$ cat src/rtl/snake_ctrl.sv
// snake_ctrl: snake game-state sequencer with ring-buffer body
// and a registered 101-bit occupancy vector for the renderer.
module snake_ctrl #(
    parameter int GRID_W   = 10,
    parameter int GRID_H   = 10,
    parameter int MAX_LEN  = 16,
    parameter int INIT_LEN = 3
) (
    input  logic         clk,
    input  logic         rst_n,
    input  logic         start,
    input  logic         tick,
    input  logic [1:0]   dir_in,
    input  logic         dir_valid,
    input  logic [6:0]   food_pos,
    output logic [100:0] regtar,
    output logic [6:0]   head_pos,
    output logic [4:0]   length,
    output logic         food_eaten,
    output logic         busy
);

    localparam int PW = $clog2(MAX_LEN);

    localparam logic [2:0] S_IDLE   = 3'd0;
    localparam logic [2:0] S_INIT   = 3'd1;
    localparam logic [2:0] S_RUN    = 3'd2;
    localparam logic [2:0] S_STEP   = 3'd3;
    localparam logic [2:0] S_COMMIT = 3'd4;
    localparam logic [2:0] S_DEAD   = 3'd5;

    localparam logic [99:0]   INIT_MAP = 100'b111 << 52;
    localparam logic [PW-1:0] P1       = PW'(1);

    logic [2:0]    state;
    logic [99:0]   bmap;
    logic          over;
    logic [6:0]    hd;
    logic [4:0]    len;
    logic          eat;
    logic [1:0]    cur_dir;
    logic [1:0]    pend_dir;
    logic [PW-1:0] hptr;
    logic [PW-1:0] tptr;
    logic [6:0]    ring [MAX_LEN];

    logic [6:0]    nh_r;
    logic          hit_r;
    logic          grow_r;
    logic          eat_r;

    logic [6:0]    tail_cell;
    logic [6:0]    hx;
    logic [6:0]    hy;
    logic [6:0]    nh;
    logic          wall;
    logic          grow;
    logic          on_body;
    logic          selfh;

    assign tail_cell = ring[tptr];
    assign hx = 7'(hd % 7'(GRID_W));
    assign hy = 7'(hd / 7'(GRID_W));
    assign busy = (state == S_INIT) || (state == S_STEP) ||
                  (state == S_COMMIT);

    // pend_dir is the direction that takes effect on this step
    always_comb begin
        nh   = hd;
        wall = 1'b0;
        unique case (pend_dir)
            2'd0: begin
                wall = (hy == 7'd0);
                nh   = hd - 7'(GRID_W);
            end
            2'd1: begin
                wall = (hx == 7'(GRID_W - 1));
                nh   = hd + 7'd1;
            end
            2'd2: begin
                wall = (hy == 7'(GRID_H - 1));
                nh   = hd + 7'(GRID_W);
            end
            2'd3: begin
                wall = (hx == 7'd0);
                nh   = hd - 7'd1;
            end
        endcase
        grow    = (nh == food_pos) && (len < 5'(MAX_LEN));
        on_body = (nh < 7'd100) ? bmap[nh] : 1'b0;
        selfh   = on_body && !((nh == tail_cell) && !grow);
    end

    always_ff @(posedge clk) begin
        if (state == S_INIT) begin
            ring[PW'(0)] <= 7'd52;
            ring[PW'(1)] <= 7'd53;
            ring[PW'(2)] <= 7'd54;
        end else if (state == S_COMMIT && !hit_r) begin
            ring[hptr + P1] <= nh_r;
        end
    end

    always_ff @(posedge clk or negedge rst_n) begin
        if (!rst_n) begin
            state      <= S_IDLE;
            bmap       <= '0;
            over       <= 1'b0;
            hd         <= '0;
            len        <= '0;
            eat        <= 1'b0;
            cur_dir    <= 2'd1;
            pend_dir   <= 2'd1;
            hptr       <= '0;
            tptr       <= '0;
            nh_r       <= '0;
            hit_r      <= 1'b0;
            grow_r     <= 1'b0;
            eat_r      <= 1'b0;
            regtar     <= '0;
            head_pos   <= '0;
            length     <= '0;
            food_eaten <= 1'b0;
        end else begin
            regtar     <= {over, bmap};
            head_pos   <= hd;
            length     <= len;
            food_eaten <= eat;
            eat        <= 1'b0;
            if (dir_valid && (dir_in != (cur_dir ^ 2'd2)))
                pend_dir <= dir_in;
            unique case (state)
                S_IDLE: if (start) state <= S_INIT;
                S_INIT: begin
                    bmap     <= INIT_MAP;
                    over     <= 1'b0;
                    hd       <= 7'd54;
                    len      <= 5'(INIT_LEN);
                    tptr     <= '0;
                    hptr     <= PW'(2);
                    cur_dir  <= 2'd1;
                    pend_dir <= 2'd1;
                    state    <= S_RUN;
                end
                S_RUN: if (tick) state <= S_STEP;
                S_STEP: begin
                    cur_dir <= pend_dir;
                    nh_r    <= nh;
                    hit_r   <= wall || selfh;
                    grow_r  <= grow;
                    eat_r   <= (nh == food_pos);
                    state   <= S_COMMIT;
                end
                S_COMMIT: begin
                    if (hit_r) begin
                        over  <= 1'b1;
                        state <= S_DEAD;
                    end else begin
                        // clear before set so a head landing on the old tail keeps its bit
                        if (!grow_r) begin
                            bmap[tail_cell] <= 1'b0;
                            tptr            <= tptr + P1;
                        end else begin
                            len <= len + 5'd1;
                        end
                        bmap[nh_r] <= 1'b1;
                        hptr       <= hptr + P1;
                        hd         <= nh_r;
                        eat        <= eat_r;
                        state      <= S_RUN;
                    end
                end
                S_DEAD: if (start) state <= S_INIT;
                default: state <= S_IDLE;
            endcase
        end
    end

endmodule
$ cat config.mk
export PLATFORM = sky130hd
export DESIGN_NAME = snake_ctrl
export DESIGN_NICKNAME = d
export VERILOG_FILES = /design/src/rtl/snake_ctrl.sv
export SDC_FILE = /design/constraint.sdc
export NUM_CORES = 1
export LEC_CHECK = 0
export ABC_AREA = 1
export CAP_MARGIN = 10
export CORE_ASPECT_RATIO = 1.5
export CORE_MARGIN = 2
export CORE_UTILIZATION = 32
export DETAILED_ROUTE_END_ITERATION = 6
export SYNTH_ARGS = -nofsm -noshare
export SYNTH_HDL_FRONTEND = slang
export SYNTH_SLANG_ARGS = --single-unit
$ cat constraint.sdc
create_clock -name clk -period 2.6 [get_ports clk]
set_input_delay 0.52 -clock clk [delete_from_list [all_inputs] [get_ports clk]]
set_output_delay 0.52 -clock clk [all_outputs]
set_load 0.05 [all_outputs]
== Yosys cells after proc, flatten, opt, wreduce, memory -nomap -nowiden ==
Memory sizes are Yosys's and may differ from the RTL's.
Index checks and enable logic that the tools add are counted.

* RAM bits: 112
* Memories: 1
* Word-level logic and storage cells: 128
* Register bits after elaboration: 253
* ROM bits: 0
* Input port bits: 14
* Output and inout port bits: 115
* Latch bits: 0

* Shift operators: 0
* Div/mod/pow operators: 2
* Bitwise operators: 4
* Eq/ne operators: 19
* $mul: 0
* Reductions and logical operators: 27
* Order comparisons: 7
* Muxes and demuxes: 43
* Add/sub/neg operators: 7

{| class="wikitable"
|+ Memories
! memory !! depth !! bits a word !! read ports !! clocked after memory_dff !! wr ports !! line !! text
|-
| ring || 16 || 7 || 1 || 0 || 3 || 45 || <nowiki>logic [6:0] ring [MAX_LEN];</nowiki>
|}

{| class="wikitable"
|+ Operator list
! kind !! count
|-
| 100-bit two-way mux || 4
|-
| 100-bit case mux with 2 select lines || 1
|-
| 100-bit AND || 1
|-
| 100-bit inverter || 1
|-
| 100-bit OR || 1
|-
| 7-bit case mux with 4 select lines || 1
|-
| 7-bit by 8-bit less-than comparator with 1-bit output, second input constant || 3
|-
| 4-bit two-way mux || 4
|-
| 4-bit case mux with 2 select lines || 2
|-
| 3-bit case mux with 5 select lines || 1
|-
| 1-bit demux with 7-bit select || 2
|-
| 7-bit by 4-bit == test with 1-bit output, second input constant || 2
|-
| 7-bit == test || 2
|-
| 7-bit by 1-bit >= comparator with 1-bit output, second input constant || 2
|-
| 7-bit zero test || 2
|-
| 7-bit two-way mux || 2
|-
| 7-bit case mux with 2 select lines || 1
|-
| 1-bit two-way mux || 13
|-
| 5-bit two-way mux || 2
|-
| 2-bit inequality test, second input constant || 5
|-
| 5-bit case mux with 2 select lines || 1
|-
| 3-bit two-way mux || 3
|-
| 4-bit by 1-bit adder with 4-bit output, second input constant || 2
|-
| 7-bit by 1-bit adder with 7-bit output, second input constant || 1
|-
| other kinds (31) || 50
|}

== Longest topological paths before layout ==
An unclocked memory read counts as a cell.

* Depth in word-level cells: 13
* Mapped depth: 21
* Mapped depth without buffers: 21

== Least setup slack after synthesis ==
OpenSTA, ideal clock, no wires.

* Kind: reg-to-reg
* From: register pend_dir[0]
* To: register hit_r
* Path slack: -0.219 ns
* Clock period less this slack: 2.819 ns
* Arrival: 2.698 ns
* Cell stages (with the launch flop): 18
* Buffers on the path: 1
* Setup time: 0.121 ns
* Cells stage by stage: dfstp_2 > ha_1 > fa_1 > o21ai_4 > inv_2 > buf_2 > o211ai_1 > nand2_1 > nand2_1 > nand2_1 > a21oi_1 > nand2_1 > nand3_1 > nand3_1 > nand3_1 > nand2_1 > nor2_1 > a21oi_1

* Longest elaborated chain between the ends: 9

{| class="wikitable"
|+ RTL lines
! item !! line !! text
|-
| start, declared || 42 || <nowiki>logic [1:0] pend_dir;</nowiki>
|-
| start signal, assigned || 131 || <nowiki>pend_dir <= dir_in;</nowiki>
|-
| branches (longest 8 deep; another with 7-bit case mux with 4 select lines) || n/a ||
|-
| 1-bit logical OR * || 149 || <nowiki>hit_r <= wall || selfh;</nowiki>
|-
| end signal, assigned || 149 ||
|-
| end, declared || 48 || <nowiki>logic hit_r;</nowiki>
|}

Every way passes the cells marked *. The select of a mux whose other input is x is not followed.
A chain may end at the register's enable or synchronous reset.

== Final worst setup path ==
Same ends and word-level chain as after synthesis.

==> out/qor.log <==
INFO  run_status     outcome=finished, violations left
INFO  run_status     violations=setup timing
INFO  layout         antenna_cells=0
INFO  layout         ff_latch_area=9699um2
INFO  clocking       clock-sinks=365
INFO  synthesis      cells_after_synthesis=1699
INFO  synthesis      synth_seq_cells=365
INFO  critical_path  crit_path_kind=reg2reg
INFO  synthesis      ys_async_sr_fraction=0.6932
INFO  route          viasPerCell=5.195
INFO  clocking       cts_tree=done
INFO  global_route   groute.usage.overall=0.1999
INFO  route          drc=0
INFO  route          ant_nets=0
INFO  clocking       root_buffer=clkbuf_16
INFO  die            start_util=0.3238
INFO  critical_path  timing.critical_path.to_type=register
INFO  critical_path  setup.worst_path.end=hit_r
INFO  pwr            vdd.ir_drop.worst=0.6350mV
INFO  timing         post-route-min-period=2.879ns
INFO  synthesis      yosys-top-cells-area=dfrtp_1, edfxtp_1, a21oi_1, nand2_1, o22ai_1
INFO  global_route   via_count_of_the_first_global_routing_pass=13860
INFO  critical_path  setup.reg_to_reg.worst_slack=-0.28ns
INFO  synthesis      syn_avg_cell_area=9.658um2
INFO  placement      globalplace.congestion=0.9198
INFO  timing         worst_relative_slew_slack=0.5222
INFO  critical_path  worst_r2r_path_depth=18
INFO  layout         drive_above_1_share=0.1997
INFO  min_path       holdCritPathClass=reg2reg
INFO  synthesis      yosysMostFrequentCell=dfrtp_1
INFO  global_route   grt_remaining_overflow=0
INFO  route          routed-via-count=13860
INFO  timing         timing.fmax=347.4MHz
INFO  die            dieWidth=188.9um
INFO  timing         final.setup.worst_slack=-0.2786ns
INFO  critical_path  cp-start-kind=register
INFO  global_route   wire_length_of_the_first_global_routing_pass=81.57mm
INFO  timing         final_worst_clock_skew=0.01623ns
INFO  critical_path  crit_fanout=5
INFO  critical_path  r2r_path_end=hit_r
INFO  timing         final.period_utilization=1.107
INFO  synthesis      netlist-cell-type-count=43
INFO  synthesis      share_of_the_synthesized_area_in_the_top_cell_type=0.3828
INFO  synthesis      synth_edf_count=112
INFO  global_route   antenna_violations_before_repair=0
INFO  global_route   grt_max_degree=104
INFO  die            die_area=53140um2
INFO  synthesis      synth_largest_area_cell=dfrtp_1
INFO  critical_path  arrival=3.35ns
INFO  placement      port_buffers=128
INFO  die            io_pins=129
INFO  timing         tightestPinTransition=0.7141ns
INFO  synthesis      yosys_warnings=0
INFO  synthesis      ys_dominant_reg_cell=dfrtp_1
INFO  synthesis      mappedNetlistArea=16410um2
INFO  layout         flow.area_growth_from_synthesis=32.60%
INFO  route          dr_wl_cell=20.64um
INFO  route          drtIter0Drc=1012
INFO  die            die_h=281.3um
INFO  critical_path  critical_path_required=3.07ns
INFO  clocking       cts.path.max_buffers=3
INFO  synthesis      part_of_the_yosys_area_used_for_sequential_elements=0.5909
INFO  synthesis      synthTopCellsByCount=dfrtp_1, a21oi_1, nand2_1
INFO  clocking       insertion_delay=0.54ns
INFO  timing         setup-violations-final=1
INFO  critical_path  r2r_startpoint=pend_dir[0]
INFO  pwr            power.density=1208nW/um2
INFO  timing         final-hold-violation-count=0
INFO  placement      dp_hpwl=37.86mm
INFO  clocking       cts.reportedPaths.clkPinSlew=0.07ns
INFO  timing         setup-tns-final=-0.2786ns
INFO  timing         drv_slew=0
INFO  clocking       tritoncts.num_buffers=36
INFO  critical_path  critical_path.startpoint=pend_dir[0]
INFO  layout         n_fill_cell=4763
INFO  die            floorplan.core_area=50670um2
INFO  clocking       cts_max_level=2
INFO  timing         setup_repair_after_global_routing_missed_its_margin=yes
INFO  layout         nNetsFinal=2006
INFO  route          drt_first_pass_iters=6
INFO  job            maxCapViolations=0
INFO  synthesis      syn-num-nets=1735
INFO  pwr            p_leak=0.008994uW
INFO  route          finalWirelength=55.04mm
INFO  placement      post-place-ws=-0.3443ns
INFO  layout         multi_input_area=6067um2
INFO  die            rows=101
==> critical path: stages (launching register included) <==
cell and delay (ns):
dfstp_2 0.56, buf_6 0.11, inv_2 0.04, ha_4 0.19, fa_2 0.57, inv_2 0.05, o21ai_4 0.21, buf_8 0.16
buf_8 0.13, nand2_1 0.08, nand3_2 0.07, nand3_2 0.06, nand2_2 0.11, nand2_2 0.06, nand3_2 0.07, nand3_2 0.07
nand2_1 0.06, nor2_1 0.04, a21oi_1 0.13
==> flip-flops by register name (all words and copies together), names as in the netlist <==
name / cells
bmap: 100
cur_dir: 2
eat: 1
eat_r: 1
food_eaten: 1
grow_r: 1
hd: 7
head_pos: 7
hit_r: 1
hptr: 4
len: 5
length: 5
nh_r: 7
over: 1
pend_dir: 2
regtar: 101
ring: 112
state: 3
tptr: 4
==> layout by cell type (no fill, tap or decap), types with 7 or more instances in the layout <==
cell type,count
o21ai_0,103
nand2_1,174
nor3_1,14
buf_12,27
nand2_2,23
nand3_1,46
inv_2,14
o21ai_1,28
clkbuf_16,44
o22ai_1,108
buf_4,138
inv_1,158
ha_4,8
o211ai_1,40
buf_6,8
xor2_1,7
ha_1,12
a21oi_1,211
clkinv_2,7
nor2_1,169
nand3_2,22
a21oi_2,16
nor2_4,19
nand4_1,10
clkdlybuf4s50_1,126
dfrtp_1,249
edfxtp_1,112
nand2_4,9
==> cell families after synthesis <==
group	count (synthesis)	share of synthesized area
flip-flops	365	0.5909
AO/OA/AOI/OAI	522	0.1766
buffers and inverters	263	0.06580
AND/OR/NAND/NOR	514	0.1421
XOR/XNOR	13	0.006939
adder cells (fa/ha/maj)	22	0.01769
==> area by class of cell <==
| class | instances | area share |
|---|---|---|
| Clock buffer | 45 | 0.04669 |
| Clock inverter | 21 | 0.01035 |
| Inverter | 182 | 0.03249 |
| Multi-Input combinational cell | 1071 | 0.2788 |
| Sequential cell | 365 | 0.4457 |
| Tap cell | 669 | 0.03847 |
| Timing Repair Buffer | 313 | 0.1472 |
| Timing Repair inverter | 1 | 0.0002300 |
==> worst min path at each step <==
| stage | start | endpoint | slack (ns) | cells after the start |
|---|---|---|---|---|
| 6_report | eat | food_eaten | 0.37 | 0 |
| 5_1_grt | bmap[12] | regtar[12] | 0.39 | 0 |
| 4_1_cts | rst_n | regtar[69] | 0.37 | 2 |
| 3_5_place_dp | rst_n | regtar[69] | 0.34 | 1 |
| 3_3_place_gp | eat | food_eaten | 0.34 | 0 |
| 2_1_floorplan | rst_n | bmap[0] | 0.22 | 0 |
==> through the flow <==
stage          hold WS (ns)    util  std cells  area, um2  total power (uW)
6_report             0.3745  0.4294       2667      21760             26290
5_1_grt              0.3863  0.4294       2667      21760             27730
4_1_cts              0.3690  0.4145       2639      21000             24800
3_5_place_dp         0.3442  0.3870       2568      19610             18820
3_3_place_gp         0.3356  0.3870       2568      19610             18700
2_1_floorplan        0.2244       -       1699      16450             13890
==> metal layers <==
layer  track usage  routed length [um]  up-vias
met5             0                   0        -
met2        0.3685               29220      469
li1              -                   -     6407
met1        0.2274               20140     6817
met4       0.09475                2886        0
met3       0.02738                2789      162
==> where the power goes <==
group	internal, uW	switching (uW)
sequential	6630	420
clock	3190	2270
combinational	5230	8550
total	15000	11200
==> repair_timing <==
item / CTS / global route
hold buffers: 1 / 0
cloned: 0 / 8
gates resized for setup: 28 / 113
setup endpoints to repair: 26 / 110
pin swaps: 11 / 61
setup buffers: 4 / 20
hold endpoints to repair: 10 / 0
No activity file was read; power rests on OpenSTA's default activity.
==> RTL change 1 (same flow settings) <==
`MAX_LEN`: 16 -> 8.
--- a/src/rtl/snake_ctrl.sv
+++ b/src/rtl/snake_ctrl.sv
@@ -4,5 +4,5 @@
     parameter int GRID_W   = 10,
     parameter int GRID_H   = 10,
-    parameter int MAX_LEN  = 16,
+    parameter int MAX_LEN  = 8,
     parameter int INIT_LEN = 3
 ) (
Behaviour: no difference found for any inputs over 10 cycles, from zero or initial values and one cycle with rst_n low; that may be too few to reach the edited logic, so the function may still have changed.
==> RTL change 1 against the original RTL <==
- the run still ends with setup timing left
- worst setup slack improved by 110 ps
- count of clock-buffer cells in the layout decreased by 9
- clock skew increased by 1.5 ps
- synthesized area down 17%
- total power fell by 14%
- hold slack lost 25 ps
- sequential cell count decreased by 58
- die area shrank 17%
- largest power group unchanged
- highest routed layer unchanged
- routed wire length down 21%
- cell area decreased by 18%
- final cell count shrank 17%
- non-clock buffer count shrank 46
==> RTL change 1: results (changes against the original RTL) <==
Outcome -> finished, violations left
Failing checks -> setup timing
First-pass GRT wire length -> 66600 µm (-18%)
Fraction of layout cells with a size suffix above 1 -> 0.174 (-0.0260)
Top cells by count, synth -> dfrtp_1, nand2_1, o21ai_0
H-tree levels -> 1 (-1)
Clock Skew -> 17.7 ps (+1.47 ps)
Global placement routability congestion -> 0.945 (+2.8%)
Relative slew slack -> 0.485 (-0.0374)
Pre-CTS WS -> -273 ps (+71.3 ps)
Mapped Nets -> 1445 (-17%)
First-pass DRT Iterations -> 5 (-1)
Routed WL per cell -> 19.6 µm (-5.1%)
Inst Count DP -> 2153 (-16%)
Setup-failing EPs final -> 3 (+2)
Vias in the first global route -> 11700 (-16%)
Setup TNS -> -266 ps (+12.6 ps)
Routed wl met2 -> 21800 µm (-25%)
Vias per cell -> 5.20 (about the same)
Largest net degree at the start of global routing -> 177 (+70%)
Number of DRC markers in iteration 0 -> 948 (-6.3%)
Post-route setup slack -> -168 ps (+110 ps)
Final wirelength -> 43400 µm (-21%)
Largest registers -> regtar x101, bmap x100, ring x56
Fin nets -> 1665 (-17%)
Ys async rst share -> 0.818 (+0.124)
[RTL change 1: changes by cell type in the layout (fill, tap and decap cells not counted), moves of 17 or more]
cell and delta:
o31ai_1 +99, buf_4 -26, o22ai_1 -78, nor2_1 -28, inv_1 -91, nand3_1 +41, edfxtp_1 -56, o21ai_1 +17
nor2_4 -17, o21ai_0 +36, o211ai_1 -36, a21oi_1 -121
[RTL change 1: where the power goes]
part / switching (mW) / internal, mW / leakage, nW
sequential: 0.511 / 5.47 / 3.86
combinational: 7.63 / 4.66 / 3.42
clock: 1.97 / 2.48 / 0.493
total: 10.1 / 12.6 / 7.77
[RTL change 1: kinds of logic after synthesis]
logic type / share of synthesized area
AOI/OAI and AO/OA: 0.194
xor gates and xnor gates: 0.0116
adders and majority gates: 0.0195
buffers and inverters: 0.0484
DFF: 0.585
and+or+nand+nor: 0.142
[RTL change 1: final timing paths]
| path | endpoint | slack, ps | cells after the start |
|---|---|---|---|
| min in group asynchronous | regtar[30] | 490 | 2 |
| setup reg to reg | hit_r | -170 | 17 |
| max in group asynchronous | regtar[68] | 1350 | 3 |
| hold / removal | food_eaten | 350 | 0 |
| hold reg to reg | food_eaten | 350 | 0 |
| setup / recovery | hit_r | -170 | 17 |
[RTL change 1: per-layer routing]
metal	up-vias	track usage
met3	177	0.0219
met4	0	0.129
met2	485	0.337
li1	5372	-
met1	5487	0.228
met5	-	0
[RTL change 1: final cells by class]
cell class | count | area (µm²) | share of cell area
clock buffers | 36 | 846 | 0.0473
repair buffers | 267 | 2620 | 0.146
inverters | 89 | 344 | 0.0192
well taps | 564 | 706 | 0.0395
clock inverters | 16 | 170 | 0.00951
multi-input cells | 937 | 5240 | 0.293
flip-flops and latches | 307 | 7970 | 0.445
[RTL change 1: critical path: stages, from the launching register on]
cell	delay, ps
dfstp_2	580
inv_2	60
ha_4	190
fa_2	530
inv_2	50
o21ai_4	180
xnor2_2	90
nor3_2	140
o21ai_1	90
a21oi_1	110
nand3_1	90
nor2_2	150
nand2_2	80
nand2_1	80
nand3_1	70
nand2_1	80
nor2_2	40
a21oi_2	90
[RTL change 1: repair_timing]
item | in CTS | in global routing
buffers inserted | 6 | 2
endpoints found under the hold margin | 67 | 0
pin swaps | 42 | 4
hold buffers | 1 | 0
cloned | 2 | 0
resized for setup | 37 | 38
setup endpoints to repair | 3 | 101
==> RTL change 2 (same settings) <==
Made on the original files. Register the inputs `start`, `tick`, `dir_in`, `dir_valid` and `food_pos` before use, with the module's reset. The logic sees them one clock later.
--- a/src/rtl/snake_ctrl.sv
+++ b/src/rtl/snake_ctrl.sv
@@ -33,4 +33,26 @@
     localparam logic [PW-1:0] P1       = PW'(1);
 
+    logic start_q;
+    logic tick_q;
+    logic [1:0] dir_q;
+    logic dir_valid_q;
+    logic [6:0] food_pos_q;
+
+    always_ff @(posedge clk or negedge rst_n) begin
+        if (!rst_n) begin
+            start_q     <= '0;
+            tick_q      <= '0;
+            dir_q       <= '0;
+            dir_valid_q <= '0;
+            food_pos_q  <= '0;
+        end else begin
+            start_q     <= start;
+            tick_q      <= tick;
+            dir_q       <= dir_in;
+            dir_valid_q <= dir_valid;
+            food_pos_q  <= food_pos;
+        end
+    end
+
     logic [2:0]    state;
     logic [99:0]   bmap;
@@ -87,5 +109,5 @@
             end
         endcase
-        grow    = (nh == food_pos) && (len < 5'(MAX_LEN));
+        grow    = (nh == food_pos_q) && (len < 5'(MAX_LEN));
         on_body = (nh < 7'd100) ? bmap[nh] : 1'b0;
         selfh   = on_body && !((nh == tail_cell) && !grow);
@@ -128,8 +150,8 @@
             food_eaten <= eat;
             eat        <= 1'b0;
-            if (dir_valid && (dir_in != (cur_dir ^ 2'd2)))
-                pend_dir <= dir_in;
+            if (dir_valid_q && (dir_q != (cur_dir ^ 2'd2)))
+                pend_dir <= dir_q;
             unique case (state)
-                S_IDLE: if (start) state <= S_INIT;
+                S_IDLE: if (start_q) state <= S_INIT;
                 S_INIT: begin
                     bmap     <= INIT_MAP;
@@ -143,5 +165,5 @@
                     state    <= S_RUN;
                 end
-                S_RUN: if (tick) state <= S_STEP;
+                S_RUN: if (tick_q) state <= S_STEP;
                 S_STEP: begin
                     cur_dir <= pend_dir;
@@ -149,5 +171,5 @@
                     hit_r   <= wall || selfh;
                     grow_r  <= grow;
-                    eat_r   <= (nh == food_pos);
+                    eat_r   <= (nh == food_pos_q);
                     state   <= S_COMMIT;
                 end
@@ -171,5 +193,5 @@
                     end
                 end
-                S_DEAD: if (start) state <= S_INIT;
+                S_DEAD: if (start_q) state <= S_INIT;
                 default: state <= S_IDLE;
             endcase
Behaviour: not the same (Yosys sat finds a counterexample within 4 cycles, from zero or initial values and one cycle with rst_n low).
==> RTL change 2 against the original RTL <==
- total power shrank 3.9%
- critical endpoint unchanged
- synthesized cell count is 0.59% higher
- cell area is 1.1% lower
- largest power group unchanged
- via count about the same
- clock skew decreased by 3.0 ps
- worst setup slack better by 96 ps
- sequential cell count grew 12
- synthesized area rose by 2.7%
- combinational power down 9%
- routed wire length fell by 0.30%
- the flow still finishes with violations (setup timing)
==> RTL change 2: results (changes against the original RTL) <==
Relative slew slack -> 0.540 (+0.0182)
Routed WL per cell -> 20.6 µm (-0.26%)
Fin crit share -> 1.07 (-0.0371)
Outcome -> finished, violations left
Number of DRC markers in iteration 0 -> 1026 (+1.4%)
Setup-failing EPs final -> 1 (unchanged)
Top cells by count, synth -> dfrtp_1, nand2_1, a21oi_1
Maximum vdd drop -> 0.564 mV (-11%)
Reg2reg path depth -> 17 (-1)
Routed wl met3 -> 2670 µm (-4.4%)
Ys async rst share -> 0.703 (+0.00977)
Crit path from -> pend_dir[0]
Fin nets -> 1995 (-0.55%)
FILL cells -> 5102 (+7.1%)
Dominant cells by area after synthesis -> dfrtp_1, edfxtp_1, a21oi_1, nand2_1, o22ai_1
Arr. time, crit path -> 3250 ps (-100 ps)
Setup TNS -> -182 ps (+96.4 ps)
Pleak -> 9.09 nW (+1.1%)
Failing checks -> setup timing
GR Layer Usage met1 -> 0.224 (-0.00297)
Initial antenna violation count -> 0 (unchanged)
Pre-CTS WS -> -211 ps (+133 ps)
Fin cells -> 2666 (-0.037%)
Fraction of layout cells with a size suffix above 1 -> 0.169 (-0.0308)
WHS Path Cells -> 0 (unchanged)
Global placement routability congestion -> 0.949 (+3.2%)
Yosys cell types -> 48 (+12%)
Met1 Wirelength -> 20300 µm (+0.75%)
Clock Skew -> 13.3 ps (-2.97 ps)
Mapped Cells -> 1709 (+0.59%)
Routed wl met2 -> 28800 µm (-1.6%)
Largest net degree at the start of global routing -> 98 (-5.8%)
CP max FO -> 11 (+6)
Routed vias -> 13900 (+0.094%)
First-pass GRT wire length -> 82900 µm (+1.6%)
Register area share after synthesis -> 0.593 (+0.00242)
Post-DP HPWL -> 38900 µm (+2.8%)
Met2 GRT Util -> 0.362 (-0.00694)
Placed instance area -> 20000 µm² (+1.9%)
Post-route setup slack -> -182 ps (+96.4 ps)
[RTL change 2: where the power goes]
| part | internal (mW) | total (mW) | switching (mW) | leakage [nW] |
|---|---|---|---|---|
| logic | 4.53 | 12.6 | 8.06 | 3.94 |
| clock network | 3.10 | 5.42 | 2.32 | 0.607 |
| registers | 6.81 | 7.26 | 0.446 | 4.54 |
[RTL change 2: timing repair]
item                                    4_1_cts  5_1_grt
hold buffers                                  1        0
setup buffers                                 0        4
gates cloned                                  0        3
pin swaps                                     1       22
endpoints found under the setup margin        2       94
resized for setup                             7       52
hold endpoints to repair                     43        0
[RTL change 2: metrics by stage]
stage	hold WS, ps	total power, mW	utilization
6_report	347	25.3	0.411
5_1_grt	359	26.6	0.411
4_1_cts	349	24.7	0.406
3_5_place_dp	335	19.1	0.382
3_3_place_gp	340	19.0	0.382
2_1_floorplan	224	14.4	-
[RTL change 2: final cells by class]
cell class                 count  area [µm²]  area share
timing repair buffer         290        2840       0.132
inverter                     181         704      0.0327
tap                          682         853      0.0396
sequential                   377       10000       0.464
clock buffer                  53        1110      0.0518
multi-input combinational   1071        5910       0.274
clock inverter                12         111     0.00517
[RTL change 2: cell families after synthesis]
| logic type | Yosys count | synth area share |
|---|---|---|
| simple gates | 521 | 0.137 |
| compound gates | 508 | 0.174 |
| flops | 377 | 0.593 |
| buf+inv | 261 | 0.0675 |
| fa+ha+maj | 22 | 0.0172 |
| xor+xnor | 20 | 0.0104 |
[RTL change 2: worst max-delay path: stages (launching register included)]
cell and delay (ps):
dfstp_2 580, ha_4 170, fa_2 470, o21ai_4 250
buf_6 220, o211ai_1 100, nand2_1 110, nand2_1 60
nand2_1 60, nand2_1 50, nand3_1 60, nand3_1 70
nand3_1 100, o21a_1 140, nand2_1 50, nand2_1 70
nor2_2 40, a21oi_2 120
